--- config.mk ---
export PLATFORM = sky130hd
export DESIGN_NAME = serial_frame_deserializer_flat
export DESIGN_NICKNAME = d
export VERILOG_FILES = /design/src/rtl/ser_pkg.sv /design/src/rtl/serial_frame_deserializer_if.sv /design/src/rtl/serial_frame_deserializer_hold_reg.sv /design/src/rtl/serial_frame_deserializer.sv /design/src/flat_wrapper.sv
export SDC_FILE = /design/constraint.sdc
export NUM_CORES = 1
export LEC_CHECK = 0
export CAP_MARGIN = 40
export CORE_UTILIZATION = 45
export DETAILED_ROUTE_END_ITERATION = 12
export GPL_ROUTABILITY_DRIVEN = 0
export PLACE_DENSITY = 0.75
export SYNTH_ARGS = -nofsm -noshare
export SYNTH_HDL_FRONTEND = slang
export SYNTH_HIERARCHICAL = 1
export SYNTH_SLANG_ARGS = --single-unit
--- constraint.sdc ---
create_clock -name clk -period 5.5 [get_ports clk]
set_clock_uncertainty 0.1 [all_clocks]
set_input_delay 0.55 -clock clk [delete_from_list [all_inputs] [get_ports clk]]
set_output_delay 0.55 -clock clk [all_outputs]
set_load 0.005 [all_outputs]
--- src/rtl/ser_pkg.sv ---
// Shared types and constants for the serial frame deserializer slice.
package ser_pkg;

    // Frame assembly states; PARITY is only reachable with the parity-check build.
    typedef enum logic [1:0] {
        IDLE   = 2'd0,
        SHIFT  = 2'd1,
        PARITY = 2'd2
    } state_e;

    localparam int unsigned DEFAULT_WIDTH = 8;

    // Bit-order encodings for msb_first.
    localparam logic MSB_FIRST = 1'b1;
    localparam logic LSB_FIRST = 1'b0;

endpackage : ser_pkg

--- src/rtl/serial_frame_deserializer_if.sv ---
// Serial-in / parallel-out bundle between the shift-register stream, the
// deserializer and the parallel consumer.
interface serial_frame_deserializer_if #(
    parameter int unsigned WIDTH = ser_pkg::DEFAULT_WIDTH
);
    logic             bit_in;
    logic             bit_valid;
    logic             msb_first;
    logic [WIDTH-1:0] out_data;
    logic             out_valid;
    logic             out_ready;
    logic             overflow;
    logic             par_err;

    // Stream producer / parallel consumer side.
    modport master (
        output bit_in, bit_valid, msb_first, out_ready,
        input  out_data, out_valid, overflow, par_err
    );

    // Deserializer side.
    modport slave (
        input  bit_in, bit_valid, msb_first, out_ready,
        output out_data, out_valid, overflow, par_err
    );
endinterface : serial_frame_deserializer_if

--- src/rtl/serial_frame_deserializer_hold_reg.sv ---
// Single-entry valid/ready holding register for completed frames.
// A frame arriving while the entry is full and not draining is dropped and
// flagged with a one-cycle overflow pulse; drain and fill on the same edge
// replace the entry without a bubble.
module deser_hold_reg #(
    parameter int unsigned WIDTH = ser_pkg::DEFAULT_WIDTH
) (
    input  logic             clk,
    input  logic             rst,
    input  logic             in_valid,
    input  logic [WIDTH-1:0] in_data,
    input  logic             in_err,
    input  logic             out_ready,
    output logic [WIDTH-1:0] out_data,
    output logic             out_valid,
    output logic             overflow,
    output logic             par_err
);
    logic [WIDTH-1:0] data_q, data_d;
    logic             valid_q, valid_d;
    logic             ovf_q, ovf_d;
    logic             err_q, err_d;

    // Load, drop or drain decision for the holding entry.
    always_comb begin
        data_d  = data_q;
        valid_d = valid_q;
        ovf_d   = 1'b0;
        err_d   = err_q;
        if (in_valid) begin
            if (!valid_q || out_ready) begin
                data_d  = in_data;
                err_d   = in_err;
                valid_d = 1'b1;
            end else begin
                ovf_d = 1'b1;
            end
        end else if (valid_q && out_ready) begin
            valid_d = 1'b0;
        end
    end

    // Holding register state.
    always_ff @(posedge clk) begin
        if (rst) begin
            data_q  <= '0;
            valid_q <= 1'b0;
            ovf_q   <= 1'b0;
            err_q   <= 1'b0;
        end else begin
            data_q  <= data_d;
            valid_q <= valid_d;
            ovf_q   <= ovf_d;
            err_q   <= err_d;
        end
    end

    assign out_data  = data_q;
    assign out_valid = valid_q;
    assign overflow  = ovf_q;
    assign par_err   = err_q;

endmodule : deser_hold_reg

--- src/rtl/serial_frame_deserializer.sv ---
// Packs WIDTH consecutive valid serial bits into a parallel word and hands it
// to a single-entry valid/ready holding register.
// Optional feature: define SER_PARITY_CHECK_EN to expect one even-parity bit
// after the data bits and report par_err alongside the word.
module serial_frame_deserializer
    import ser_pkg::*;
#(
    parameter int unsigned WIDTH = DEFAULT_WIDTH
) (
    input  logic                        clk,
    input  logic                        rst,
    serial_frame_deserializer_if.slave  bus
);
    localparam int unsigned CNT_W = $clog2(WIDTH + 1);

    state_e           state_q, state_d;
    logic [CNT_W-1:0] cnt_q, cnt_d;
    logic [WIDTH-1:0] shreg_q, shreg_d;
    logic             msb_q, msb_d;

    logic             order_c;
    logic [WIDTH-1:0] shifted_c;
    logic             frame_done_c;
    logic [WIDTH-1:0] frame_word_c;
    logic             frame_err_c;

    // Bit order comes from the live input on a frame's first bit, latched value after.
    always_comb begin
        order_c = (state_q == IDLE) ? bus.msb_first : msb_q;
        if (order_c == MSB_FIRST) begin
            shifted_c = {shreg_q[WIDTH-2:0], bus.bit_in};
        end else begin
            shifted_c = {bus.bit_in, shreg_q[WIDTH-1:1]};
        end
    end

    // Next-state, counter and shift-register update; flags frame completion.
    always_comb begin
        state_d      = state_q;
        cnt_d        = cnt_q;
        shreg_d      = shreg_q;
        msb_d        = msb_q;
        frame_done_c = 1'b0;
        frame_word_c = shreg_q;
        frame_err_c  = 1'b0;
        case (state_q)
            IDLE: begin
                if (bus.bit_valid) begin
                    shreg_d = shifted_c;
                    cnt_d   = CNT_W'(1);
                    msb_d   = bus.msb_first;
                    state_d = SHIFT;
                end
            end
            SHIFT: begin
                if (bus.bit_valid) begin
                    shreg_d = shifted_c;
                    if (cnt_q == CNT_W'(WIDTH - 1)) begin
`ifdef SER_PARITY_CHECK_EN
                        cnt_d   = CNT_W'(WIDTH);
                        state_d = PARITY;
`else
                        cnt_d        = '0;
                        state_d      = IDLE;
                        frame_done_c = 1'b1;
                        frame_word_c = shifted_c;
`endif
                    end else begin
                        cnt_d = cnt_q + CNT_W'(1);
                    end
                end
            end
`ifdef SER_PARITY_CHECK_EN
            PARITY: begin
                // Data word is complete in shreg_q; this bit is the even-parity bit.
                if (bus.bit_valid) begin
                    cnt_d        = '0;
                    state_d      = IDLE;
                    frame_done_c = 1'b1;
                    frame_word_c = shreg_q;
                    frame_err_c  = (^shreg_q) ^ bus.bit_in;
                end
            end
`endif
            default: begin
                cnt_d   = '0;
                state_d = IDLE;
            end
        endcase
    end

    // Frame assembly state.
    always_ff @(posedge clk) begin
        if (rst) begin
            state_q <= IDLE;
            cnt_q   <= '0;
            shreg_q <= '0;
            msb_q   <= MSB_FIRST;
        end else begin
            state_q <= state_d;
            cnt_q   <= cnt_d;
            shreg_q <= shreg_d;
            msb_q   <= msb_d;
        end
    end

    deser_hold_reg #(
        .WIDTH (WIDTH)
    ) u_hold (
        .clk       (clk),
        .rst       (rst),
        .in_valid  (frame_done_c),
        .in_data   (frame_word_c),
        .in_err    (frame_err_c),
        .out_ready (bus.out_ready),
        .out_data  (bus.out_data),
        .out_valid (bus.out_valid),
        .overflow  (bus.overflow),
        .par_err   (bus.par_err)
    );

endmodule : serial_frame_deserializer

--- src/flat_wrapper.sv ---
// flat-port wrapper written by rule: the top's interface ports become plain ports
module serial_frame_deserializer_flat import ser_pkg::*;
#(
    parameter int unsigned WIDTH = DEFAULT_WIDTH
)
  (clk, rst, bus_bit_in, bus_bit_valid, bus_msb_first, bus_out_ready, bus_out_data, bus_out_valid, bus_overflow, bus_par_err);
  serial_frame_deserializer_if #(.WIDTH(WIDTH)) bus_i ();
  input  logic clk;
  input  logic rst;
  input wire logic [$bits(bus_i.bit_in)-1:0] bus_bit_in;
  input wire logic [$bits(bus_i.bit_valid)-1:0] bus_bit_valid;
  input wire logic [$bits(bus_i.msb_first)-1:0] bus_msb_first;
  input wire logic [$bits(bus_i.out_ready)-1:0] bus_out_ready;
  output wire logic [$bits(bus_i.out_data)-1:0] bus_out_data;
  output wire logic [$bits(bus_i.out_valid)-1:0] bus_out_valid;
  output wire logic [$bits(bus_i.overflow)-1:0] bus_overflow;
  output wire logic [$bits(bus_i.par_err)-1:0] bus_par_err;
  assign bus_i.bit_in = bus_bit_in;
  assign bus_i.bit_valid = bus_bit_valid;
  assign bus_i.msb_first = bus_msb_first;
  assign bus_i.out_ready = bus_out_ready;
  assign bus_out_data = bus_i.out_data;
  assign bus_out_valid = bus_i.out_valid;
  assign bus_overflow = bus_i.overflow;
  assign bus_par_err = bus_i.par_err;
  serial_frame_deserializer #(.WIDTH(WIDTH)) u_core (.clk(clk), .rst(rst), .bus(bus_i));
endmodule
==> results.tsv, run 1 <==
metric	value	unit
status	finished, final reports clean	
dp_cells	173	
crit_arrival	2730	ps
syn_inst	134	
ys_types	26	
routed_via_density	5.18	
cap_viol_max_count	0	
ctsHoldBuffers	0	
min_to	u_core/u_hold/out_data[2]	
drc	0	
grt_max_degree	24	
post_drt_wl_per_cell	12.8	microns
worst_hold_path_type	reg2reg	
synthTopCellsByArea	dfxtp_1 (40%), mux2_2 (14%), nand2b_1 (8.9%)	
clock_path_buffers	2	
powerDensity	216	nW/um^2
synthesis.nets	141	
grt_usage	18.0	%
synth_top_area_share	39.5	%
antenna_left	0	
most-common-layout-cells	dfxtp_1 (25), nor2_1 (18), nand2b_1 (18), clkdlybuf4s50_1 (16), mux2_2 (16)	
reg2reg_from	u_core/state_q[0]	
cp_max_fo	17	
diodes	0	
io_buffer_count	16	
place_ws	2550	ps
ys_seq_area_share	39.5	%
fin_cells	177	
postCtsSetupBuffers	0	
hold_path_depth	2	
coreArea	2570	sq um
drive_above_1_share	17.0	%
r2r_setup_slack	3420	ps
clk_latency	320	ps
hold_viol	0	
finalSetupTns	0	ps
areaGrowthSynthToFinish	15.4	%
peakVddDrop	190	uV
fp.dieH	55.0	microns
cts_tree	done	
dr_total_vias	917	
row_count	18	
ys_ff_latch	25	
yosysWarnings	6	
post-route-min-period	2590	ps
antenna_found_initial	0	
grt_pass1_vias	914	
yosysTopAreaCell	dfxtp_1	
r2r-end	u_core/u_hold/out_data[4]	
tightest_slew	657	ps
rsz0062_at_grt	false	
fmax	386	MHz
ctsRootBufferMaster	clkbuf_4	
finalMaxSlewViolations	0	
p_leak	0.532	nW
overflow	0	
cts_resized	0	
slew-limit-headroom	55.9	%
wirelength	2270	microns
r2r_cells	5	
worstPathRequired	5640	ps
avgSynthCellArea	9.45	sq um
setup_slack	2910	ps
ios	17	
clk_pin_slew_worst_paths	130	ps
finalPower	0.315	mW
final_common_cell	dfxtp_1	
grt_pass1_wl	3860	microns
dieArea	3030	sq um
path_class	in2reg	
start_util	49.3	%
min-delay-start	u_core/u_hold/out_data[2]	
drt_iter0_markers	9	
fill_cells	238	
start_kind	primary input	
numClockSinks	25	
htreeDepth	1	
hpwl	1630	microns
fp.dieW	55.0	microns
cts_buffers	3	
drt-pass1-iter-count	4	
netlist_area	1270	sq um
fin_nets	155	
setup_viol	0	
end_kind	flop	
period_share	47.1	%
==> final cells by class <==
cell class,instances,area [sq um],share of cell area [%]
inverter,2,7.51,0.514
multi-input combinational,98,706,48.3
tap,30,37.5,2.57
sequential,25,500,34.2
timing repair buffer,18,183,12.5
clock buffer,3,22.5,1.54
clock inverter,1,5.00,0.342
==> how the worst max path moves through the flow <==
stage | from | cells past startpoint | end
after floorplan | bus_bit_valid | 7 | u_core/u_hold/out_data[0]
after global placement | bus_bit_valid | 6 | u_core/u_hold/out_data[6]
after detailed placement | bus_bit_valid | 6 | u_core/u_hold/out_data[4]
after CTS | bus_bit_valid | 6 | u_core/u_hold/out_data[4]
after global routing | bus_bit_valid | 6 | u_core/u_hold/out_data[4]
final | bus_bit_valid | 6 | u_core/u_hold/out_data[4]
==> per-stage QoR <==
stage | util (%) | hold WS, ps | instance area [sq um]
after floorplan | - | 358 | 1270
after global placement | 55.3 | 359 | 1420
after detailed placement | 55.8 | 366 | 1430
after CTS | 56.9 | 387 | 1460
after global routing | 56.9 | 402 | 1460
final | 56.9 | 385 | 1460
==> where the power goes <==
group	switching (mW)	internal (mW)	leakage, nW	total [mW]
logic	0.0184	0.0229	0.310	0.0413
clock network	0.0529	0.0272	0.0177	0.0801
registers	0.00654	0.187	0.204	0.194
total	0.0778	0.237	0.532	0.315
==> cell families (layout without fill, tap and decap cells) <==
group	Yosys count	count (layout)	synth area share (%)
and+or+nand+nor	53	53	22.4
AOI/OAI and AO/OA	17	17	8.89
DFF	25	25	39.5
muxes	26	26	23.1
other	1	1	0.296
adders and majority gates	1	1	0.988
buffers and inverters	11	24	4.74
==> layer usage <==
metal	wire, microns	share of wire (%)	vias to the layer above	track usage, %
li1	-	-	477	-
met1	982	43	422	20.4
met5	0	0	-	0
met4	15	0.66	0	2.92
met3	100	4.4	2	5.74
met2	1170	52	16	33.1
==> critical path, cell delays in order <==
cell and delay [ps]:
clkdlybuf4s50_1 820, nand2_1 130, nor3_1 160, buf_4 230
a21boi_2 570, mux2i_1 270
==> cell usage after synthesis <==
cell type   n
inv_1       2
nor2b_1     2
or4b_1      1
a21boi_2    1
a31oi_1     1
clkbuf_2    1
nand2b_1   18
nor3_1      3
clkbuf_1    4
nor2_1     18
and3b_1     1
and4bb_2    1
o21ai_0     3
mux2_2     16
mux2i_4     1
dfxtp_1    25
buf_2       2
nand3b_1    2
mux2i_1     9
conb_1      1
a21oi_1     4
o21a_1      8
nand3_1     3
buf_6       2
ha_1        1
nand2_1     4
==> flip-flops by register name, summed over array words and instances (netlist names) <==
name / flops
u_core/u_hold/overflow: 1
u_core/shreg_q: 8
u_core/msb_q: 1
u_core/cnt_q: 4
u_core/state_q: 1
u_core/u_hold/out_data: 8
u_core/u_hold/out_valid: 1
u_core/u_hold/par_err: 1
Note: power is estimated with default switching activity, not from simulation.
==> run 2: changes to the inputs <==
--- a/config.mk
+++ b/config.mk
@@ -9,7 +9,7 @@
 export CORE_UTILIZATION = 45
 export DETAILED_ROUTE_END_ITERATION = 12
 export GPL_ROUTABILITY_DRIVEN = 0
-export PLACE_DENSITY = 0.75
+export PLACE_DENSITY = 0.78
 export SYNTH_ARGS = -nofsm -noshare
 export SYNTH_HDL_FRONTEND = slang
 export SYNTH_HIERARCHICAL = 1
==> constraint.sdc (replaced) <==
create_clock -name clk -period 2.1 [get_ports clk]
set_clock_uncertainty 0.1 [all_clocks]
set_input_delay 0.21 -clock clk [delete_from_list [all_inputs] [get_ports clk]]
set_output_delay 0.21 -clock clk [all_outputs]
set_load 0.005 [all_outputs]
==> results.tsv, run 2 (synthesized netlist as in run 1, its figures left out) <==
metric	value	unit
coreArea	2570	sq um
fill_cells	245	
hold_path_depth	2	
post-route-min-period	1850	ps
fmax	542	MHz
dp_cells	176	
grt_busiest_layer	met2	
wirelength	2430	microns
final_util	59.1	%
setup_viol	0	
drt-pass1-iter-count	4	
start_util	49.3	%
numClockSinks	25	
io_buffer_count	16	
peakVddDrop	568	uV
grtUsageMet3	6.28	%
crit_arrival	1960	ps
critPathSlowestCell	dfxtp_1	
clk_latency	320	ps
most-common-layout-cells	dfxtp_1 (25), nor2_1 (18), nand2b_1 (18), clkdlybuf4s50_1 (16), mux2_2 (16)	
drt_iter0_markers	12	
overflow	0	
rsz0062_at_grt	false	
power.internal	0.626	mW
min-delay-start	u_core/u_hold/out_data[3]	
end_kind	flop	
r2r_cells	8	
ctsHoldBuffers	0	
r2r_setup_slack	250	ps
period_share	87.9	%
powerDensity	549	nW/um^2
use_met2	32.5	%
finalPower	0.833	mW
cts_buffers	3	
antenna_left	0	
grt_max_degree	35	
grt_pass1_wl	3840	microns
path_class	reg2reg	
fin_cells	184	
dieArea	3030	sq um
cap_viol_max_count	0	
pwr-share-clk	25.7	%
finalSetupTns	0	ps
clk_pin_slew_worst_paths	130	ps
final_common_cell	dfxtp_1	
finalMaxSlewViolations	0	
drive_above_1_share	20.1	%
crit_top_cell	buf_4	
seqPwrFrac	60.7	%
areaGrowthSynthToFinish	19.9	%
grt_pass1_vias	883	
min_to	u_core/u_hold/out_data[3]	
post_drt_wl_per_cell	13.2	microns
drc	0	
cts_resized	0	
ios	17	
r2r-end	u_core/u_hold/out_data[1]	
antenna_found_initial	0	
max_stage_delay	390	ps
pwr-share-comb	13.6	%
ctsRootBufferMaster	clkbuf_4	
worstPathRequired	2210	ps
worst_hold_path_type	reg2reg	
placed_cell_area	1450	sq um
hpwl	1640	microns
cts_tree	done	
cp_cell_sequence	ha_1 -> nand2_1 -> nor3_1 -> buf_4 -> buf_4 -> mux2_2 -> nand2b_1 -> mux2i_1	
reg2reg_from	u_core/cnt_q[0]	
multiInputGateArea	706	sq um
fin_nets	162	
htreeDepth	1	
hold_viol	0	
status	finished, final reports clean	
clock_path_buffers	2	
met1_usage	19.8	%
start_kind	flop	
cp_max_fo	8	
diodes	0	
routed_via_density	5.17	
dr_total_vias	951	
power.switching	0.207	mW
fin_area	1520	sq um
grt_usage	17.7	%
fp.dieW	55.0	microns
p_sw_share	24.8	%
p_leak	0.567	nW
seq_area	500	sq um
row_count	18	
fp.dieH	55.0	microns
==> run 2: cell types whose count changed in the layout (fill, tap and decap cells not counted) <==
cell and change:
buf_12 +1, buf_4 +7, buf_8 -1, clkbuf_1 +1
clkinv_2 -1
==> run 2: how the worst max path moves through the flow <==
| stage | startpoint | to | slack [ps] |
|---|---|---|---|
| 2_1_floorplan | u_core/cnt_q[0] | u_core/u_hold/out_data[0] | 380 |
| 5_1_grt | u_core/cnt_q[0] | u_core/u_hold/out_data[1] | 50 |
| 3_5_place_dp | bus_msb_first | u_core/u_hold/out_data[6] | 60 |
| 4_1_cts | u_core/cnt_q[0] | u_core/u_hold/out_data[6] | 230 |
| 3_3_place_gp | bus_msb_first | u_core/u_hold/out_data[0] | 120 |
| 6_report | u_core/cnt_q[0] | u_core/u_hold/out_data[1] | 250 |
==> run 2: critical path: cells and delay by family, from the launching register on <==
kind                     cells  cell delay, ps
buffers and inverters        2             330
flip-flops                   1             390
AND/OR/NAND/NOR              3             330
multiplexers                 2             400
adder cells (fa/ha/maj)      1             200
==> run 2: layout make-up <==
cell class / instances / share of cell area, %
multi-input combinational: 98 / 46.5
sequential: 25 / 33.0
timing repair buffer: 25 / 15.8
tap: 30 / 2.47
clock buffer: 4 / 1.73
inverter: 2 / 0.495
==> run 2: per-stage QoR <==
stage / worst slack (ps) / hold WS [ps]
finish: 253 / 383
global route: 45.7 / 407
CTS: 230 / 387
detailed placement: 58.8 / 367
global placement: 120 / 359
floorplan: 384 / 267
==> run 2: layer usage <==
layer	routed length, microns	vias up
met2	1190	22
li1	-	488
met5	0	-
met3	108	0
met1	1140	441
met4	0	0
==> run 2: power groups by stage <==
stage | Sequential (mW) | Clock (mW) | Combinational (mW)
after CTS | 0.505 | 0.226 | 0.113
final | 0.505 | 0.214 | 0.113
after global placement | 0.514 | 0 | 0.108
after detailed placement | 0.515 | 0 | 0.112
after global routing | 0.508 | 0.238 | 0.124
after floorplan | 0.510 | 0 | 0.0886
==> run 2: what timing repair did <==
action | 4_1_cts | 5_1_grt
endpoints found under the hold margin | 0 | 0
setup buffers | 0 | 4
setup endpoints to repair | 0 | 1
==> edit: new RTL, flow settings as in run 2 <==
Add a define of `SER_PARITY_CHECK_EN`.
--- a/src/rtl/serial_frame_deserializer.sv
+++ b/src/rtl/serial_frame_deserializer.sv
@@ -2,6 +2,8 @@
 // to a single-entry valid/ready holding register.
 // Optional feature: define SER_PARITY_CHECK_EN to expect one even-parity bit
 // after the data bits and report par_err alongside the word.
+`define SER_PARITY_CHECK_EN
+
 module serial_frame_deserializer
     import ser_pkg::*;
 #(
Function: changed (Yosys sat finds a counterexample within 10 cycles, from zero or initial values and one cycle with rst high).
==> edit against run 2 <==
  * Area after synthesis is 2.0% higher
  * Final area is 0.99% lower
  * Wire length is 3.7% lower
  * Sequential cell count is 1 higher
  * Final cell count is 2.2% lower
  * Worst setup slack better by 0.10 ns
  * Fmax is 5.9% higher
  * First-iteration DRC count is 130% higher
  * Total power is 9.0% higher
  * Global-route usage is 1.2 points lower
  * Largest cell class unchanged
==> edit: results (changes against run 2) <==
ys async rst share 0% (unchanged); Clk Latency, worst-skew pair 0.31 ns; vias in the first global route 961 (+8.8%); post-detailed-placement half-perimeter wirelength 1671 um (+2.0%); drt first-iter violations 28 (+16); wire per inst 13.02 um (-1.6%); Mapped Nets 141 (unchanged); antenna fix cells 0 (unchanged); Worst-path clk slew 0.14 ns; first-pass GRT wire length 4036 um (+5.2%); Slew HR 70.70%; CTS Buf Count 3 (unchanged); largest net degree at the start of global routing 31 (-11%); Nets 157 (-3.1%); initial antenna violation count 0 (unchanged); Post-CTS Setup Inserts 0 (unchanged); Cell variety after synth 35 (+35%); CTS root buf clkbuf_4; most area-consuming cells after synthesis dfxtp_1 40%, mux2i_1 14%, nand2b_1 8.7%; top cells by count, synth 26 x dfxtp_1, 18 x mux2i_1, 18 x nand2b_1; post-synthesis sequential area ratio 40.31% (+0.78 points); Static Leak 0.5385 nW (-5.0%); status completed; drt first pass iters 4 (unchanged); Ys Warns 6 (unchanged); Hold/Removal Path Class register to register; CTS max path bufs 2 (unchanged); CTS resizes 0 (unchanged); layout cell share with drive strength beyond 1 7.383% (-13 points); I/O Buffers 16 (unchanged); CP arrival 1.83 ns (-0.13 ns); VDD IR max 0.3659 mV (-36%); R2R setup slack 0.36 ns (+0.10 ns); Tot GR Track Use 16.49% (-1.2 points); htree depth 1 (unchanged); crit path max fanout 9 (+1); vias per inst 5.356 (+3.6%)
==> edit: cell count changes after synthesis, moves of 2 or more <==
cell,change
a211oi_1,+8
and3_1,+2
buf_2,-2
mux2_2,-16
mux2i_1,+9
nand3b_1,-2
nor2_1,-5
o21a_1,-8
xnor2_1,+5
==> edit: area by class of cell <==
| type | count | area [sq um] |
|---|---|---|
| flip-flops and latches | 26 | 520.5 |
| well taps | 31 | 38.79 |
| fillers | 250 | 1231 |
| inverters | 3 | 11.26 |
| clock buffers | 4 | 36.28 |
| repair buffers | 18 | 175.2 |
| multi-input cells | 98 | 720.7 |
==> edit: worst paths after layout <==
kind                                     to                      start  depth (start not counted)
hold / removal    u_core/u_hold/out_data[6]  u_core/u_hold/out_data[6]                          2
setup reg to reg          u_core/shreg_q[7]          u_core/state_q[0]                          4
hold reg to reg   u_core/u_hold/out_data[6]  u_core/u_hold/out_data[6]                          2
setup / recovery          u_core/shreg_q[7]          u_core/state_q[0]                          4
==> edit: kinds of logic after synthesis <==
kind of cell / share of synthesized area [%]
buf+inv: 3.875
fa+ha+maj: 0.9688
xor+xnor: 5.814
simple gates: 21.32
flops: 40.31
mux: 15.70
compound gates: 12.02
==> edit: where the power goes <==
part	switching, mW	internal (mW)
Sequential	0.0231	0.510
Clock	0.139	0.106
Combinational	0.0589	0.0721
==> edit: per-stage QoR <==
stage | power [mW] | hold WS, ns | std cells | setup slack, ns | utilization (%)
final | 0.9081 | 0.3821 | 180 | 0.3564 | 54.97
after global routing | 0.9643 | 0.4124 | 180 | 0.2608 | 54.97
after CTS | 0.9185 | 0.3887 | 180 | 0.3556 | 54.97
after detailed placement | 0.6734 | 0.3682 | 176 | 0.2049 | 53.64
after global placement | 0.6672 | 0.3563 | 176 | 0.2716 | 53.64
after floorplan | 0.6420 | 0.1828 | 134 | 0.5225 | -
==> edit: layer usage <==
layer | vias up | routed length (um) | GRT usage [%]
met5 | - | 0 | 0
met4 | 0 | 27 | 7.143
met3 | 4 | 58 | 2.810
met2 | 18 | 1187 | 28.74
met1 | 447 | 1069 | 19.82
li1 | 495 | - | -
==> edit: critical path: stages, from the launching register on <==
cell,delay (ns)
dfxtp_1,0.42
nor2_1,0.24
mux2i_4,0.48
mux2i_1,0.27
a211oi_1,0.09
